===== src/rtl/led_panel_tx_if.sv =====
// Pattern-to-panel link: LED vector and enable in, serial line and frame status out.
interface led_panel_tx_if;
  logic        en;
  logic [5:0]  led;
  logic        tx;
  logic        busy;
  logic [15:0] frame_cnt;

  modport master (output en, led, input tx, busy, frame_cnt);
  modport slave  (input en, led, output tx, busy, frame_cnt);
endinterface


===== src/rtl/led_panel_tx.sv =====
// Serializes the 6-bit LED pattern into 11-bit UART-style frames (start, 8 data, even parity, stop),
// sent on every pattern change and on a periodic refresh.
module led_panel_tx #(
  parameter int unsigned CLK_DIV        = 434,
  parameter int unsigned REFRESH_CYCLES = 50000000,
  parameter logic [1:0]  HDR            = 2'b10
) (
  input  logic           clk,
  input  logic           sysrst,
  led_panel_tx_if.slave  bus
);

  typedef enum logic [2:0] {
    S_IDLE,
    S_START,
    S_DATA,
    S_PARITY,
    S_STOP
  } state_e;

  localparam logic [15:0] DIV_LAST = 16'(CLK_DIV - 1);
  localparam logic [31:0] REF_LAST = 32'(REFRESH_CYCLES - 1);

  state_e      state_q, state_d;
  logic [5:0]  snap_q, snap_d;
  logic [5:0]  last_q, last_d;
  logic [15:0] div_q, div_d;
  logic [2:0]  bit_q, bit_d;
  logic        tx_q, tx_d;
  logic        busy_q, busy_d;
  logic [15:0] cnt_q, cnt_d;
  logic [31:0] timer_q, timer_d;
  logic        pend_q, pend_d;

  logic [7:0]  data_byte;
  logic        div_end;
  logic        trigger;
  logic [31:0] timer_inc;

  assign data_byte = {HDR, snap_q};
  assign div_end   = (div_q == DIV_LAST);
  assign trigger   = (state_q == S_IDLE) && bus.en && ((bus.led != last_q) || pend_q);
  assign timer_inc = (timer_q == REF_LAST) ? timer_q : timer_q + 32'd1;

  always_comb begin
    // NOTE: every next-state signal takes its hold value first so no path leaves it unassigned (no latches).
    state_d = state_q;
    snap_d  = snap_q;
    last_d  = last_q;
    div_d   = div_q;
    bit_d   = bit_q;
    tx_d    = tx_q;
    busy_d  = busy_q;
    cnt_d   = cnt_q;
    timer_d = timer_q;
    pend_d  = pend_q;

    // Refresh timer runs regardless of the line state; a frame start below overrides it.
    if (REFRESH_CYCLES != 0) begin
      timer_d = timer_inc;
      if (timer_inc == REF_LAST) pend_d = 1'b1;
    end

    case (state_q)
      S_IDLE: begin
        if (trigger) begin
          snap_d  = bus.led;
          last_d  = bus.led;
          state_d = S_START;
          tx_d    = 1'b0;
          busy_d  = 1'b1;
          div_d   = '0;
          bit_d   = '0;
          timer_d = '0;
          pend_d  = 1'b0;
        end
      end
      default: begin
        div_d = div_end ? 16'd0 : div_q + 16'd1;
        if (div_end) begin
          case (state_q)
            S_START: begin
              state_d = S_DATA;
              tx_d    = data_byte[0];
            end
            S_DATA: begin
              if (bit_q == 3'd7) begin
                state_d = S_PARITY;
                tx_d    = ^data_byte;
              end else begin
                bit_d = bit_q + 3'd1;
                tx_d  = data_byte[bit_q + 3'd1];
              end
            end
            S_PARITY: begin
              state_d = S_STOP;
              tx_d    = 1'b1;
            end
            default: begin
              state_d = S_IDLE;
              busy_d  = 1'b0;
              cnt_d   = cnt_q + 16'd1;
            end
          endcase
        end
      end
    endcase
  end

  always_ff @(posedge clk) begin
    // NOTE: state flops use non-blocking assignment so every flop samples pre-edge values.
    if (sysrst) begin
      state_q <= S_IDLE;
      snap_q  <= '0;
      last_q  <= '0;
      div_q   <= '0;
      bit_q   <= '0;
      tx_q    <= 1'b1;
      busy_q  <= 1'b0;
      cnt_q   <= '0;
      timer_q <= '0;
      pend_q  <= 1'b0;
    end else begin
      state_q <= state_d;
      snap_q  <= snap_d;
      last_q  <= last_d;
      div_q   <= div_d;
      bit_q   <= bit_d;
      tx_q    <= tx_d;
      busy_q  <= busy_d;
      cnt_q   <= cnt_d;
      timer_q <= timer_d;
      pend_q  <= pend_d;
    end
  end

  assign bus.tx        = tx_q;
  assign bus.busy      = busy_q;
  assign bus.frame_cnt = cnt_q;

endmodule


===== src/flat_wrapper.sv =====
// flat-port wrapper written by rule: the top's interface ports become plain ports
module led_panel_tx_flat 
#(
  parameter int unsigned CLK_DIV        = 434,
  parameter int unsigned REFRESH_CYCLES = 50000000,
  parameter logic [1:0]  HDR            = 2'b10
)
  (clk, sysrst, bus_en, bus_led, bus_tx, bus_busy, bus_frame_cnt);
  led_panel_tx_if bus_i ();
  input  logic clk;
  input  logic sysrst;
  input wire logic [$bits(bus_i.en)-1:0] bus_en;
  input wire logic [$bits(bus_i.led)-1:0] bus_led;
  output wire logic [$bits(bus_i.tx)-1:0] bus_tx;
  output wire logic [$bits(bus_i.busy)-1:0] bus_busy;
  output wire logic [$bits(bus_i.frame_cnt)-1:0] bus_frame_cnt;
  assign bus_i.en = bus_en;
  assign bus_i.led = bus_led;
  assign bus_tx = bus_i.tx;
  assign bus_busy = bus_i.busy;
  assign bus_frame_cnt = bus_i.frame_cnt;
  led_panel_tx #(.CLK_DIV(CLK_DIV), .REFRESH_CYCLES(REFRESH_CYCLES), .HDR(HDR)) u_core (.clk(clk), .sysrst(sysrst), .bus(bus_i));
endmodule

===== config.mk =====
export PLATFORM = sky130hd
export DESIGN_NAME = led_panel_tx_flat
export DESIGN_NICKNAME = d
export VERILOG_FILES = /design/src/rtl/led_panel_tx_if.sv /design/src/rtl/led_panel_tx.sv /design/src/flat_wrapper.sv
export SDC_FILE = /design/constraint.sdc
export NUM_CORES = 1
export LEC_CHECK = 0
export ABC_AREA = 0
export BUFFER_PORTS_ARGS = -buffer_cell sky130_fd_sc_hd__buf_2
export CAP_MARGIN = 20
export CORE_ASPECT_RATIO = 2
export CORE_MARGIN = 3
export CORE_UTILIZATION = 65
export DETAILED_ROUTE_END_ITERATION = 16
export MAX_ROUTING_LAYER = met4
export PLACE_DENSITY = 0.85
export SLEW_MARGIN = 20
export SYNTH_ARGS = -nofsm -noshare
export SYNTH_HDL_FRONTEND = slang
export SYNTH_SLANG_ARGS = --single-unit
export TNS_END_PERCENT = 10

===== constraint.sdc =====
create_clock -name clk -period 6.65 [get_ports clk]
set_input_delay 0.9975 -clock clk [delete_from_list [all_inputs] [get_ports clk]]
set_output_delay 0.9975 -clock clk [all_outputs]
set_load 0.01 [all_outputs]

==> flow_results.xml <==
<?xml version="1.0" encoding="UTF-8"?>
<metrics>
  <group name="outcome">
    <metric name="status" unit="">completed</metric>
  </group>
  <group name="floorplan">
    <metric name="site_rows" unit="">40</metric>
    <metric name="die-height" unit="um">119</metric>
    <metric name="floorplan.core_area" unit="sq um">6110</metric>
    <metric name="num_io_pins" unit="">27</metric>
    <metric name="start_util" unit="">0.684</metric>
    <metric name="floorplan.die.width" unit="um">62.7</metric>
    <metric name="die_area" unit="sq um">7490</metric>
  </group>
  <group name="power_and_ir_drop">
    <metric name="power.combinational.fraction" unit="">0.074</metric>
    <metric name="p_leak" unit="nW">1.66</metric>
    <metric name="switching_share_of_power" unit="">0.242</metric>
    <metric name="worst_case_vdd_ir_drop" unit="mV">0.201</metric>
    <metric name="power_density" unit="nW/um^2">230</metric>
    <metric name="switchingPower" unit="W">0.000256</metric>
    <metric name="clock_power_share" unit="">0.461</metric>
    <metric name="seqPwrFrac" unit="">0.465</metric>
    <metric name="intPower" unit="W">0.000803</metric>
  </group>
  <group name="synth">
    <metric name="syn_area" unit="sq um">4180</metric>
    <metric name="yosysWarningCount" unit="">0</metric>
    <metric name="synth.top_cell.area_share" unit="">0.378</metric>
    <metric name="synth-main-ff-cell" unit="">sky130_fd_sc_hd__dfxtp_1</metric>
    <metric name="seq_total_area_yosys" unit="">0.378</metric>
    <metric name="ys_top_cells_by_area" unit="">sky130_fd_sc_hd__dfxtp_1, sky130_fd_sc_hd__nor2_1, sky130_fd_sc_hd__xor2_1</metric>
    <metric name="yosysUniqueCellTypes" unit="">49</metric>
    <metric name="synth_fp_nets" unit="">542</metric>
    <metric name="synth_top_cells_by_count" unit="">sky130_fd_sc_hd__nor2_1, sky130_fd_sc_hd__dfxtp_1, sky130_fd_sc_hd__nand2_1, sky130_fd_sc_hd__xor2_1, sky130_fd_sc_hd__a21oi_1</metric>
    <metric name="flops_latches_synth" unit="">79</metric>
    <metric name="yosys.area.top_type" unit="">sky130_fd_sc_hd__dfxtp_1</metric>
    <metric name="synthCells" unit="">527</metric>
    <metric name="async_sr_flop_fraction" unit="">0</metric>
    <metric name="postSynthAreaPerCell" unit="sq um">7.93</metric>
    <metric name="synth.most_common_cell" unit="">sky130_fd_sc_hd__nor2_1</metric>
    <metric name="post_synth_edffs" unit="">0</metric>
  </group>
  <group name="route">
    <metric name="viasPerCell" unit="">6.07</metric>
    <metric name="average_detailed_routed_wire_length_per_instance" unit="um">15.4</metric>
    <metric name="vias" unit="">3806</metric>
    <metric name="initialDrtViolationCount" unit="">340</metric>
    <metric name="totalWireLength" unit="um">9670</metric>
    <metric name="detail-route-antenna-nets" unit="">0</metric>
    <metric name="firstDrtPassIters" unit="">5</metric>
    <metric name="post-route-drc-count" unit="">0</metric>
  </group>
  <group name="timing">
    <metric name="setup_total_negative_slack" unit="ns">0</metric>
    <metric name="timing.fmax" unit="GHz">0.352</metric>
    <metric name="finalWorstSetupSlack" unit="ns">3.81</metric>
    <metric name="rsz0062_at_grt" unit="">no</metric>
    <metric name="final_clock_skew" unit="ns">0.00712</metric>
    <metric name="min_period" unit="ns">2.84</metric>
    <metric name="timing.final.crit_share" unit="">0.427</metric>
    <metric name="tightest_slew" unit="ns">0.963</metric>
    <metric name="report.final.slew_viol_count" unit="">0</metric>
    <metric name="timing.final.setup_violations" unit="">0</metric>
    <metric name="hold_violations" unit="">0</metric>
    <metric name="slew_headroom" unit="">0.352</metric>
  </group>
  <group name="global_routing">
    <metric name="total_gr_overflow" unit="">0</metric>
    <metric name="vias_in_the_first_global_route" unit="">3708</metric>
    <metric name="track_usage" unit="">0.281</metric>
    <metric name="grt_first_pass_wirelength" unit="um">16300</metric>
    <metric name="grt_start_max_net_pins" unit="">49</metric>
    <metric name="initial_antenna_violation_count" unit="">0</metric>
  </group>
  <group name="clock_tree">
    <metric name="cts_max_level" unit="">3</metric>
    <metric name="cts.path.max_buffers" unit="">2</metric>
    <metric name="post_cts_hold_buffer_count" unit="">0</metric>
    <metric name="clock-root-buffer" unit="">sky130_fd_sc_hd__clkbuf_16</metric>
    <metric name="cts_tree" unit="">done</metric>
    <metric name="clk_latency" unit="ns">0.34</metric>
    <metric name="cts.clk_slew.worst_paths" unit="ns">0.06</metric>
    <metric name="postCtsSetupRepairBufs" unit="">0</metric>
    <metric name="cts_repair_resize_count" unit="">0</metric>
    <metric name="numClockSinks" unit="">79</metric>
    <metric name="numCtsBuffers" unit="">9</metric>
  </group>
  <group name="worst_setup_path">
    <metric name="critical-path-top-delay-family" unit="">simple AND/OR/NAND/NOR gates</metric>
    <metric name="critical_path.endpoint_type" unit="">flop</metric>
    <metric name="critical_path_depth" unit="">7</metric>
    <metric name="worst-setup-path-type" unit="">reg2reg</metric>
    <metric name="critical-path-slowest-cell" unit="">sky130_fd_sc_hd__nor4_1</metric>
    <metric name="start_kind" unit="">flop</metric>
    <metric name="rr_worst_depth" unit="">7</metric>
    <metric name="crit_required" unit="ns">6.91</metric>
    <metric name="critical_path.cell_chain" unit="">nand4_1 &gt; nor4_1 &gt; nand4_1 &gt; xor2_1 &gt; nor4_1 &gt; o2111ai_1 &gt; o32ai_2</metric>
    <metric name="cp.arrival" unit="ns">3.09</metric>
    <metric name="max_fanout_on_critical_path" unit="">7</metric>
    <metric name="largest_stage_delay_on_the_critical_path" unit="ns">0.70</metric>
    <metric name="worst-path-buf-inv" unit="">0</metric>
  </group>
  <group name="placement">
    <metric name="place.gp.congestion" unit="">0.931</metric>
    <metric name="placedInstanceArea" unit="sq um">4320</metric>
    <metric name="place_hpwl" unit="um">6880</metric>
    <metric name="pre_cts_slack" unit="ns">3.64</metric>
    <metric name="dp.cells" unit="">611</metric>
    <metric name="placement.io_buffers" unit="">26</metric>
  </group>
  <group name="layout">
    <metric name="filler_cell_count" unit="">485</metric>
    <metric name="final_core_utilization" unit="">0.756</metric>
    <metric name="finalNonFillerCells" unit="">627</metric>
    <metric name="final_net_count" unit="">553</metric>
    <metric name="final_layout_size_suffix_gt1_frac" unit="">0.0994</metric>
    <metric name="synthToLayoutAreaGrowth" unit="%">10.4</metric>
    <metric name="antennaDiodeCount" unit="">0</metric>
    <metric name="final_design_area_no_fill" unit="sq um">4610</metric>
  </group>
  <group name="hold_path">
    <metric name="hold_path.class" unit="">reg2reg</metric>
    <metric name="min_path_cells" unit="">2</metric>
  </group>
  <group name="flow_run">
    <metric name="maxCapViolCount" unit="">0</metric>
  </group>
</metrics>
## state kept, by name, indices dropped and copies added (netlist names)
name and cells:
u_core.bit_q 3, u_core.bus.busy 1, u_core.bus.frame_cnt 16, u_core.bus.tx 1, u_core.div_q 16, u_core.pend_q 1
u_core.snap_q 6, u_core.state_q 3, u_core.timer_q 32
## stage by stage
stage / hold WS [ns] / total power, W
5_1_grt: 0.519 / 0.00110
4_1_cts: 0.487 / 0.00107
3_3_place_gp: 0.459 / 0.000578
3_5_place_dp: 0.464 / 0.000581
6_report: 0.487 / 0.00106
2_1_floorplan: 0.447 / 0.000562
## final timing paths
kind / start / end / slack, ns
setup / recovery: u_core.timer_q[9]$_SDFF_PP0_ / u_core.pend_q$_SDFF_PP0_ / 3.81
setup reg to reg: u_core.timer_q[9]$_SDFF_PP0_ / u_core.pend_q$_SDFF_PP0_ / 3.81
hold / removal: u_core.bus.tx$_SDFFE_PP1P_ / u_core.bus.tx$_SDFFE_PP1P_ / 0.49
hold reg to reg: u_core.bus.tx$_SDFFE_PP1P_ / u_core.bus.tx$_SDFFE_PP1P_ / 0.49
## power by group through the flow
stage                     Clock [W]  Combinational (W)  Sequential, W
final                      0.000488          0.0000780       0.000493
after global routing       0.000519          0.0000881       0.000494
after CTS                  0.000500          0.0000783       0.000492
after detailed placement          0          0.0000777       0.000503
after global placement            0          0.0000754       0.000502
after floorplan                   0          0.0000624       0.000499
## worst min-delay path, delay by kind of cell, from the launching register on
family,cells,cell delay (ns)
AOI/OAI and AO/OA,2,0.13
DFF,1,0.33
## layer usage
metal	track usage	vias to the layer above	wire length, um
met3	0.0519	37	307
li1	-	1873	-
met4	0.187	0	476
met5	-	-	0
met1	0.251	1796	3390
met2	0.522	100	5500
## cell families (layout without fill, tap and decap cells)
kind of cell | count (synthesis) | in the layout | share of synthesized area
buf+inv | 33 | 49 | 0.0314
fa+ha+maj | 6 | 6 | 0.0180
mux | 13 | 13 | 0.0311
xor+xnor | 55 | 55 | 0.115
simple gates | 268 | 268 | 0.319
compound gates | 73 | 73 | 0.107
flops | 79 | 79 | 0.378
## layout by cell type (no fill, tap or decap), types with 2 or more instances in the layout
cell,netlist,layout
sky130_fd_sc_hd__xnor2_1,24,24
sky130_fd_sc_hd__a21oi_2,1,2
sky130_fd_sc_hd__nand2_1,46,46
sky130_fd_sc_hd__nand4_1,17,17
sky130_fd_sc_hd__o21a_1,2,2
sky130_fd_sc_hd__clkinv_2,0,2
sky130_fd_sc_hd__nor2b_1,5,5
sky130_fd_sc_hd__inv_1,6,6
sky130_fd_sc_hd__nand2b_1,3,3
sky130_fd_sc_hd__buf_2,6,26
sky130_fd_sc_hd__nor4_1,12,12
sky130_fd_sc_hd__a21oi_1,30,29
sky130_fd_sc_hd__nand3_1,23,23
sky130_fd_sc_hd__a311oi_1,3,3
sky130_fd_sc_hd__and4_1,6,6
sky130_fd_sc_hd__nand3b_1,8,8
sky130_fd_sc_hd__nor2_1,96,96
sky130_fd_sc_hd__nor3b_1,2,2
sky130_fd_sc_hd__clkinvlp_4,0,2
sky130_fd_sc_hd__xor2_1,31,31
sky130_fd_sc_hd__or2_2,3,3
sky130_fd_sc_hd__and2_1,6,6
sky130_fd_sc_hd__and3_1,9,9
sky130_fd_sc_hd__or3_1,7,7
sky130_fd_sc_hd__mux2i_1,13,13
sky130_fd_sc_hd__ha_1,6,6
sky130_fd_sc_hd__o21ai_0,19,19
sky130_fd_sc_hd__o31ai_1,2,2
sky130_fd_sc_hd__a211o_1,2,2
sky130_fd_sc_hd__clkbuf_16,0,9
sky130_fd_sc_hd__dfxtp_1,79,79
sky130_fd_sc_hd__nor3_1,14,14
sky130_fd_sc_hd__or4_1,5,5
sky130_fd_sc_hd__a211oi_1,3,3
sky130_fd_sc_hd__o211ai_1,2,2
## final cells by class
type	count	area (sq um)	area share
multi-input combinational	415	2470	0.535
sequential	79	1580	0.343
clock buffer	9	225	0.0488
timing repair buffer	27	138	0.0298
tap	84	105	0.0228
clock inverter	7	72.6	0.0157
inverter	6	22.5	0.00488
Power figures use the tool's default switching activity.
